===== src/rtl/aud_recorder.sv =====
// I2S ADC-side receiver: deserialises one channel of audio from ADCDAT and hands each
// completed word to the recording controller over a valid/ack handshake.
module aud_recorder #(
    parameter int unsigned CHANNEL = 0,
    parameter int unsigned DATA_W  = 16
) (
    input  logic              i_bclk,
    input  logic              i_rst_n,
    input  logic              i_adclrck,
    input  logic              i_en,
    input  logic              i_adcdat,
    input  logic              i_ack,
    input  logic              i_clr_err,
    output logic [DATA_W-1:0] o_data,
    output logic              o_valid,
    output logic              o_ovr,
    output logic              o_frame_err,
    output logic [15:0]       o_word_cnt
);

    localparam int unsigned     CntW    = (DATA_W > 1) ? $clog2(DATA_W) : 1;
    localparam logic            ChanLvl = (CHANNEL != 0);
    localparam logic [CntW-1:0] LastBit = CntW'(DATA_W - 1);

    typedef enum logic [1:0] {
        StIdle,
        StWait,
        StRecv
    } state_e;

    state_e              state_q, state_d;
    logic [CntW-1:0]     cnt_q, cnt_d;
    logic [DATA_W-1:0]   shift_q, shift_d;
    logic [DATA_W-1:0]   data_q, data_d;
    logic                valid_q, valid_d;
    logic                ovr_q, ovr_d;
    logic                frame_err_q, frame_err_d;
    logic [15:0]         word_cnt_q, word_cnt_d;
    logic                lrc_q, lrc_d;

    logic                phase_start;
    logic [DATA_W-1:0]   shift_nxt;

    // The phase-start edge is the I2S one-bit delay slot; data starts on the next edge.
    assign phase_start = (i_adclrck == ChanLvl) && (lrc_q != ChanLvl);
    assign shift_nxt   = (shift_q << 1) | {{(DATA_W-1){1'b0}}, i_adcdat};

    always_comb begin
        state_d     = state_q;
        cnt_d       = cnt_q;
        shift_d     = shift_q;
        data_d      = data_q;
        valid_d     = valid_q;
        ovr_d       = ovr_q;
        frame_err_d = frame_err_q;
        word_cnt_d  = word_cnt_q;
        lrc_d       = i_adclrck;

        if (i_clr_err) begin
            ovr_d       = 1'b0;
            frame_err_d = 1'b0;
        end
        if (i_ack) begin
            valid_d = 1'b0;
        end

        // Set events below override the clears above.
        unique case (state_q)
            StIdle: begin
                if (i_en) begin
                    state_d    = StWait;
                    word_cnt_d = '0;
                end
            end
            StWait: begin
                if (!i_en) begin
                    state_d = StIdle;
                end else if (phase_start) begin
                    state_d = StRecv;
                    cnt_d   = '0;
                end
            end
            StRecv: begin
                if (i_adclrck != ChanLvl) begin
                    state_d     = StWait;
                    frame_err_d = 1'b1;
                end else begin
                    shift_d = shift_nxt;
                    cnt_d   = cnt_q + 1'b1;
                    if (cnt_q == LastBit) begin
                        data_d     = shift_nxt;
                        valid_d    = 1'b1;
                        word_cnt_d = word_cnt_q + 16'd1;
                        if (valid_q && !i_ack) begin
                            ovr_d = 1'b1;
                        end
                        state_d = i_en ? StWait : StIdle;
                    end
                end
            end
            default: state_d = StIdle;
        endcase
    end

    always_ff @(posedge i_bclk or negedge i_rst_n) begin
        if (!i_rst_n) begin
            state_q     <= StIdle;
            cnt_q       <= '0;
            shift_q     <= '0;
            data_q      <= '0;
            valid_q     <= 1'b0;
            ovr_q       <= 1'b0;
            frame_err_q <= 1'b0;
            word_cnt_q  <= '0;
            lrc_q       <= 1'b0;
        end else begin
            state_q     <= state_d;
            cnt_q       <= cnt_d;
            shift_q     <= shift_d;
            data_q      <= data_d;
            valid_q     <= valid_d;
            ovr_q       <= ovr_d;
            frame_err_q <= frame_err_d;
            word_cnt_q  <= word_cnt_d;
            lrc_q       <= lrc_d;
        end
    end

    assign o_data      = data_q;
    assign o_valid     = valid_q;
    assign o_ovr       = ovr_q;
    assign o_frame_err = frame_err_q;
    assign o_word_cnt  = word_cnt_q;

endmodule


===== config.mk =====
export PLATFORM = sky130hd
export DESIGN_NAME = aud_recorder
export DESIGN_NICKNAME = d
export VERILOG_FILES = /design/src/rtl/aud_recorder.sv
export SDC_FILE = /design/constraint.sdc
export NUM_CORES = 1
export LEC_CHECK = 0
export CAP_MARGIN = 20
export CORE_UTILIZATION = 47
export CTS_CLUSTER_DIAMETER = 200
export CTS_CLUSTER_SIZE = 25
export DETAILED_ROUTE_END_ITERATION = 16
export PLACE_DENSITY = 0.75
export SLEW_MARGIN = 15
export SYNTH_ARGS = -nofsm -noshare
export SYNTH_HDL_FRONTEND = slang
export SYNTH_SLANG_ARGS = --single-unit

===== constraint.sdc =====
create_clock -name i_bclk -period 1.55 [get_ports i_bclk]
set_input_delay 0.3875 -clock i_bclk [delete_from_list [all_inputs] [get_ports i_bclk]]
set_output_delay 0.3875 -clock i_bclk [all_outputs]
set_load 0.005 [all_outputs]

After elaboration in Yosys (flattened, before gate mapping)
Index checks and enable logic that the tools add are counted.
{"block": "classes", "eq_ne": 10, "n_mux": 27, "reduce_logical": 11, "bitwise": 2, "n_addsub": 2}
{"operator": "$mux W16", "count": 3}
{"operator": "$pmux W16 S2", "count": 1}
{"operator": "$add A16 B1 Y16 const B", "count": 1}
{"operator": "$or A16 B1 Y16", "count": 1}
{"operator": "$mux W1", "count": 13}
{"operator": "$mux W4", "count": 3}
{"operator": "$mux W2", "count": 5}
{"operator": "$ne A2 B2 Y1 const B", "count": 5}
{"operator": "$pmux W4 S2", "count": 1}
{"operator": "$reduce_and A4 Y1", "count": 2}
{"operator": "$ne A3 B3 Y1 const B", "count": 2}
{"operator": "$pmux W2 S3", "count": 1}
{"operator": "$reduce_and A3 Y1", "count": 2}
{"operator": "$add A4 B1 Y4 const B", "count": 1}
{"operator": "$eq A4 B4 Y1 const B", "count": 1}
{"operator": "$reduce_bool A2 Y1", "count": 2}
{"operator": "$eq A2 B1 Y1 const B", "count": 1}
{"operator": "$eq A2 B2 Y1 const B", "count": 1}
{"operator": "$logic_and A1 B1 Y1", "count": 2}
{"operator": "$logic_not A2 Y1", "count": 1}
{"operator": "$reduce_and A2 Y1", "count": 1}
{"operator": "$logic_not A1 Y1", "count": 1}
{"operator": "$not A1 Y1", "count": 1}
{"block": "totals", "out_inout_bits": 35, "inputBits": 7, "wordCells": 61, "ff_bits": 57}

Depth between registers and ports, before layout
{"block": "logic_depth", "word_depth": 6, "depth_mapped": 8, "mapped_depth_nobuf": 5}

Worst setup path before layout
No wires, ideal clock.
{"block": "synth_path", "kind": "register -> register", "from": "register cnt_q[0]", "to": "register word_cnt_q[10], in the netlist o_word_cnt[10]", "period_less_slack_ns": 1.557, "arrival_time_ns": 1.480, "path_stages_with_launch": 7, "setup_time_ns": 0.077, "setup_slack_ns": -0.007, "n_path_buf": 1, "required_ns": 1.473, "path_cell_list": "dfrtp_1 > ha_1 > and3_1 > buf_2 > nand3_2 > or4_1 > a21oi_1"}
{"block": "synth_between", "elab_chain_len": 3}
{"item": "from (decl)", "line": "32", "source": "logic [CntW-1:0] cnt_q, cnt_d;"}
{"item": "from (signal assigned)", "line": "118", "source": "cnt_q <= cnt_d;"}
{"item": "$eq A4 B4 Y1", "line": "90", "source": "if (cnt_q == LastBit) begin"}
{"item": "$ne A2 B2 Y1 (no line)"}
{"item": "$reduce_and A4 Y1 (no line)"}
{"item": "to (signal assigned)", "line": "124", "source": "word_cnt_q <= word_cnt_d;"}
{"item": "to (decl)", "line": "38", "source": "logic [15:0] word_cnt_q, word_cnt_d;"}
No other way between the ends.
A chain may end at the register's enable or synchronous reset.

Worst setup path after layout
{"block": "layout_path", "from": "register cnt_q[1]", "to": "register word_cnt_q[11], in the netlist o_word_cnt[11]"}
Same word-level chain as after synthesis.

==> flow_metrics.tcl <==
set metrics [dict create \
    synth_top_area_share 0.5813 \
    diodes 0 \
    cap_viol_max_count 0 \
    synth_seq_area_share 0.5813 \
    clockBufferDepth 2 \
    dieWidth_um 74.25 \
    ios 42 \
    clock.fmax_mhz 596.4 \
    dieArea_um2 5513 \
    grt_pass1_vias 2148 \
    ys_top_cells_by_area "dfrtp_1, nand2_1, xor2_1" \
    syn_area_per_cell_um2 9.401 \
    grt_pass1_wl_um 9321 \
    p_seq_frac 0.503 \
    fin_hold_ws_ps 48.39 \
    final_layout_size_suffix_gt1_frac 0.2314 \
    root_buffer "clkbuf_8" \
    irDropWorstVdd_mv 0.5345 \
    cp-start-kind "flip-flop" \
    synth_nets 270 \
    firstDrtPassIters 4 \
    async_flop_share 1.000 \
    synth_area_um2 2454 \
    internal_power_w 0.002391 \
    clkTransAtPathRegs_ps 60 \
    cts_tree "done" \
    dp_hpwl_um 3498 \
    totalWireLength_um 5636 \
    coreArea_um2 4880 \
    skew_ps 4.960 \
    fin_ws_ps -126.8 \
    area_delta_synth_final_pct 44.11 \
    hold_buffers 0 \
    setup.worst_path.end_class "flip-flop" \
    period_needed_ps 1677 \
    p_clk_frac 0.438 \
    status "finished, violations left" \
    r2r-end "o_word_cnt[11]$_DFFE_PN0P_" \
    clk_latency_ps 330 \
    drc 0 \
    place_congestion 0.8310 \
    die_y_um 74.25 \
    rsz0062_at_grt "true" \
    start_util 0.5028 \
    p_switching_w 0.0006821 \
    crit_fanout 2 \
    grt-ovfl-total 0 \
    drt_iter0_markers 173 \
    power_frac_comb 0.058 \
    rr_worst_depth 6 \
    detail-route-antenna-nets 0 \
    vias_per_cell 5.109 \
    switching_share 0.2220 \
    avgRoutedWirePerCell_um 13.11 \
    dr_total_vias 2197 \
    synth_ff_type "dfrtp_1" \
    hold_viol 0 \
    htree_levels 3 \
    antenna_found_initial 0 \
    crit_type "flip-flop to flip-flop" \
    worstPathRequired_ps 1810 \
    cp.arrival_ps 1930 \
    fp-row-count 25 \
    hold_path_class "input pin to asynchronous set/reset pin" \
    n_fill_cell 384 \
    synth.ff_latch_count 57 \
    syn_inst 261 \
    drv_slew 0 \
    final_min_period_over_clock_period 1.082 \
    cts_made_buffers 9 \
    cellPowerDensity_nw_per_um2 869.1 \
    crit_slowest_cell "or3_1" \
    io_buffers 41 \
    yosys_warnings 0 \
    regToRegStartpoint "cnt_q[1]$_DFFE_PN0P_" \
    synth_top_area_cell "dfrtp_1" \
    synth_cell_types 33 \
    worst_pin_slew_ps 309.3 \
    failed_checks "setup timing" \
    path_cells "ha_2 -> buf_6 -> and4b_2 -> nand4_1 -> or3_1 -> a21oi_2" \
    p_leak_nw 1.973 \
    crit_path_max_incr_delay_ps 420 \
    pre_cts_slack_ps -522.9 \
    numClockSinks 57 \
    max_slew_margin 0.7938 \
    synth-edff-count 0 \
    grt_usage 0.2290 \
    finalSetupViolations 17 \
    fin_nets 367 \
    grt_max_degree 58 \
    reg2reg_slack_ps -130 \
]
layout make-up:
cell class	instances	area [um^2]	share of cell area
sequential	57	1428	0.4038
multi-input combinational	188	984.7	0.2785
timing repair buffer	98	835.8	0.2364
clock buffer	13	148.9	0.04211
clock inverter	3	40.04	0.01132
tap	67	83.83	0.02371
inverter	4	15.01	0.004246
power groups by stage:
stage,sequential [W],clock [W],combinational (W)
floorplan,0.00157,0,0.0000565
global placement,0.00157,0,0.000156
detailed placement,0.00157,0,0.000161
CTS,0.00154,0.00137,0.000161
global route,0.00155,0.00144,0.000203
finish,0.00155,0.00135,0.000180
placed cells by master (no fill, tap or decap), drive strengths merged:
master         Yosys  final
nand3              7      7
xor2               7      7
o22ai              1      1
inv                4      4
o211ai             1      1
bufinv             0      1
a211oi             1      1
nand4              8      8
clkdlybuf4s15      0      1
buf                7     58
nand2b             1      1
clkinv             0      2
o21ai             11     11
nor3b              2      2
o31ai              3      3
ha                 2      2
clkdlybuf4s50      0      4
and4b              2      2
or3b               2      2
dlygate4sd2        0     35
dfrtp             57     57
and2               4      4
nor2               7      7
or3                6      6
and4               2      2
nand2            103    103
or4                2      2
and3b              2      2
nand3b             2      2
clkbuf             5     13
o21bai             1      1
and3               2      2
a21oi              9      9
cells by family (layout without fill, tap and decap cells):
kind of cell               after synthesis  in the layout  synth area share
adders and majority gates                2              2           0.01020
AOI/OAI and AO/OA                       27             27           0.06171
xor gates and xnor gates                 7              7           0.02499
buffers and inverters                   16            118           0.02855
and+or+nand+nor                        152            152            0.2932
DFF                                     57             57            0.5813
cells in the mapped netlist, types with 4 or more instances:
library cell    n
dfrtp_1        57
xor2_1          7
inv_1           4
nand3_1         6
nor2_1          7
a21oi_1         9
nand4_1         7
buf_2           5
nand2_1       103
and2_1          4
clkbuf_1        5
o21ai_0        11
or3_1           6
registers in the layout (all words and copies together), names as in the netlist:
register,flops
o_frame_err,1
state_q,2
cnt_q,4
o_valid,1
o_ovr,1
o_data,16
lrc_q,1
o_word_cnt,16
shift_q,15
worst max path at each step:
| stage | slack, ps | cells past startpoint | start | endpoint |
|---|---|---|---|---|
| after floorplan | 9 | 8 | cnt_q[0]$_DFFE_PN0P_ | o_data[10]$_DFFE_PN0P_ |
| after global placement | -510 | 6 | i_adclrck | o_word_cnt[11]$_DFFE_PN0P_ |
| after detailed placement | -520 | 7 | i_adclrck | o_word_cnt[9]$_DFFE_PN0P_ |
| after CTS | -60 | 7 | cnt_q[1]$_DFFE_PN0P_ | o_word_cnt[9]$_DFFE_PN0P_ |
| after global routing | -180 | 6 | cnt_q[0]$_DFFE_PN0P_ | o_word_cnt[11]$_DFFE_PN0P_ |
| final | -130 | 6 | cnt_q[1]$_DFFE_PN0P_ | o_word_cnt[11]$_DFFE_PN0P_ |
metal layers:
layer	part of all wire	vias to the layer above	wire length, um	global-route usage
met4	0.018	0	100	0.1069
met3	0.040	12	225	0.06233
met5	0	-	0	0
met2	0.52	57	2958	0.3980
li1	-	1059	-	-
met1	0.42	1069	2351	0.2633
stage by stage:
step	total power (W)	utilization	cell area, um^2	TNS (ps)	cells
floorplan	0.001628	-	2456	0	261
global placement	0.001727	0.6487	3166	-22160	389
detailed placement	0.001732	0.6487	3166	-21390	389
CTS	0.003076	0.7041	3436	-104.1	420
global route	0.003196	0.7246	3536	-1905	430
finish	0.003073	0.7246	3536	-550.0	430
repair_timing:
item	in CTS	in global routing
pin swaps	1	10
setup buffers	15	9
gates cloned	0	1
endpoints found under the setup margin	80	31
hold endpoints to repair	0	0
gates resized for setup	44	7
critical path, delay by kind of cell (launching register included):
kind	cells	cell delay, ps
AND/OR/NAND/NOR	3	830
flip-flops	1	370
adder cells (fa/ha/maj)	1	200
AO/OA/AOI/OAI	1	110
buffers and inverters	1	90
Power figures use the tool's default switching activity.
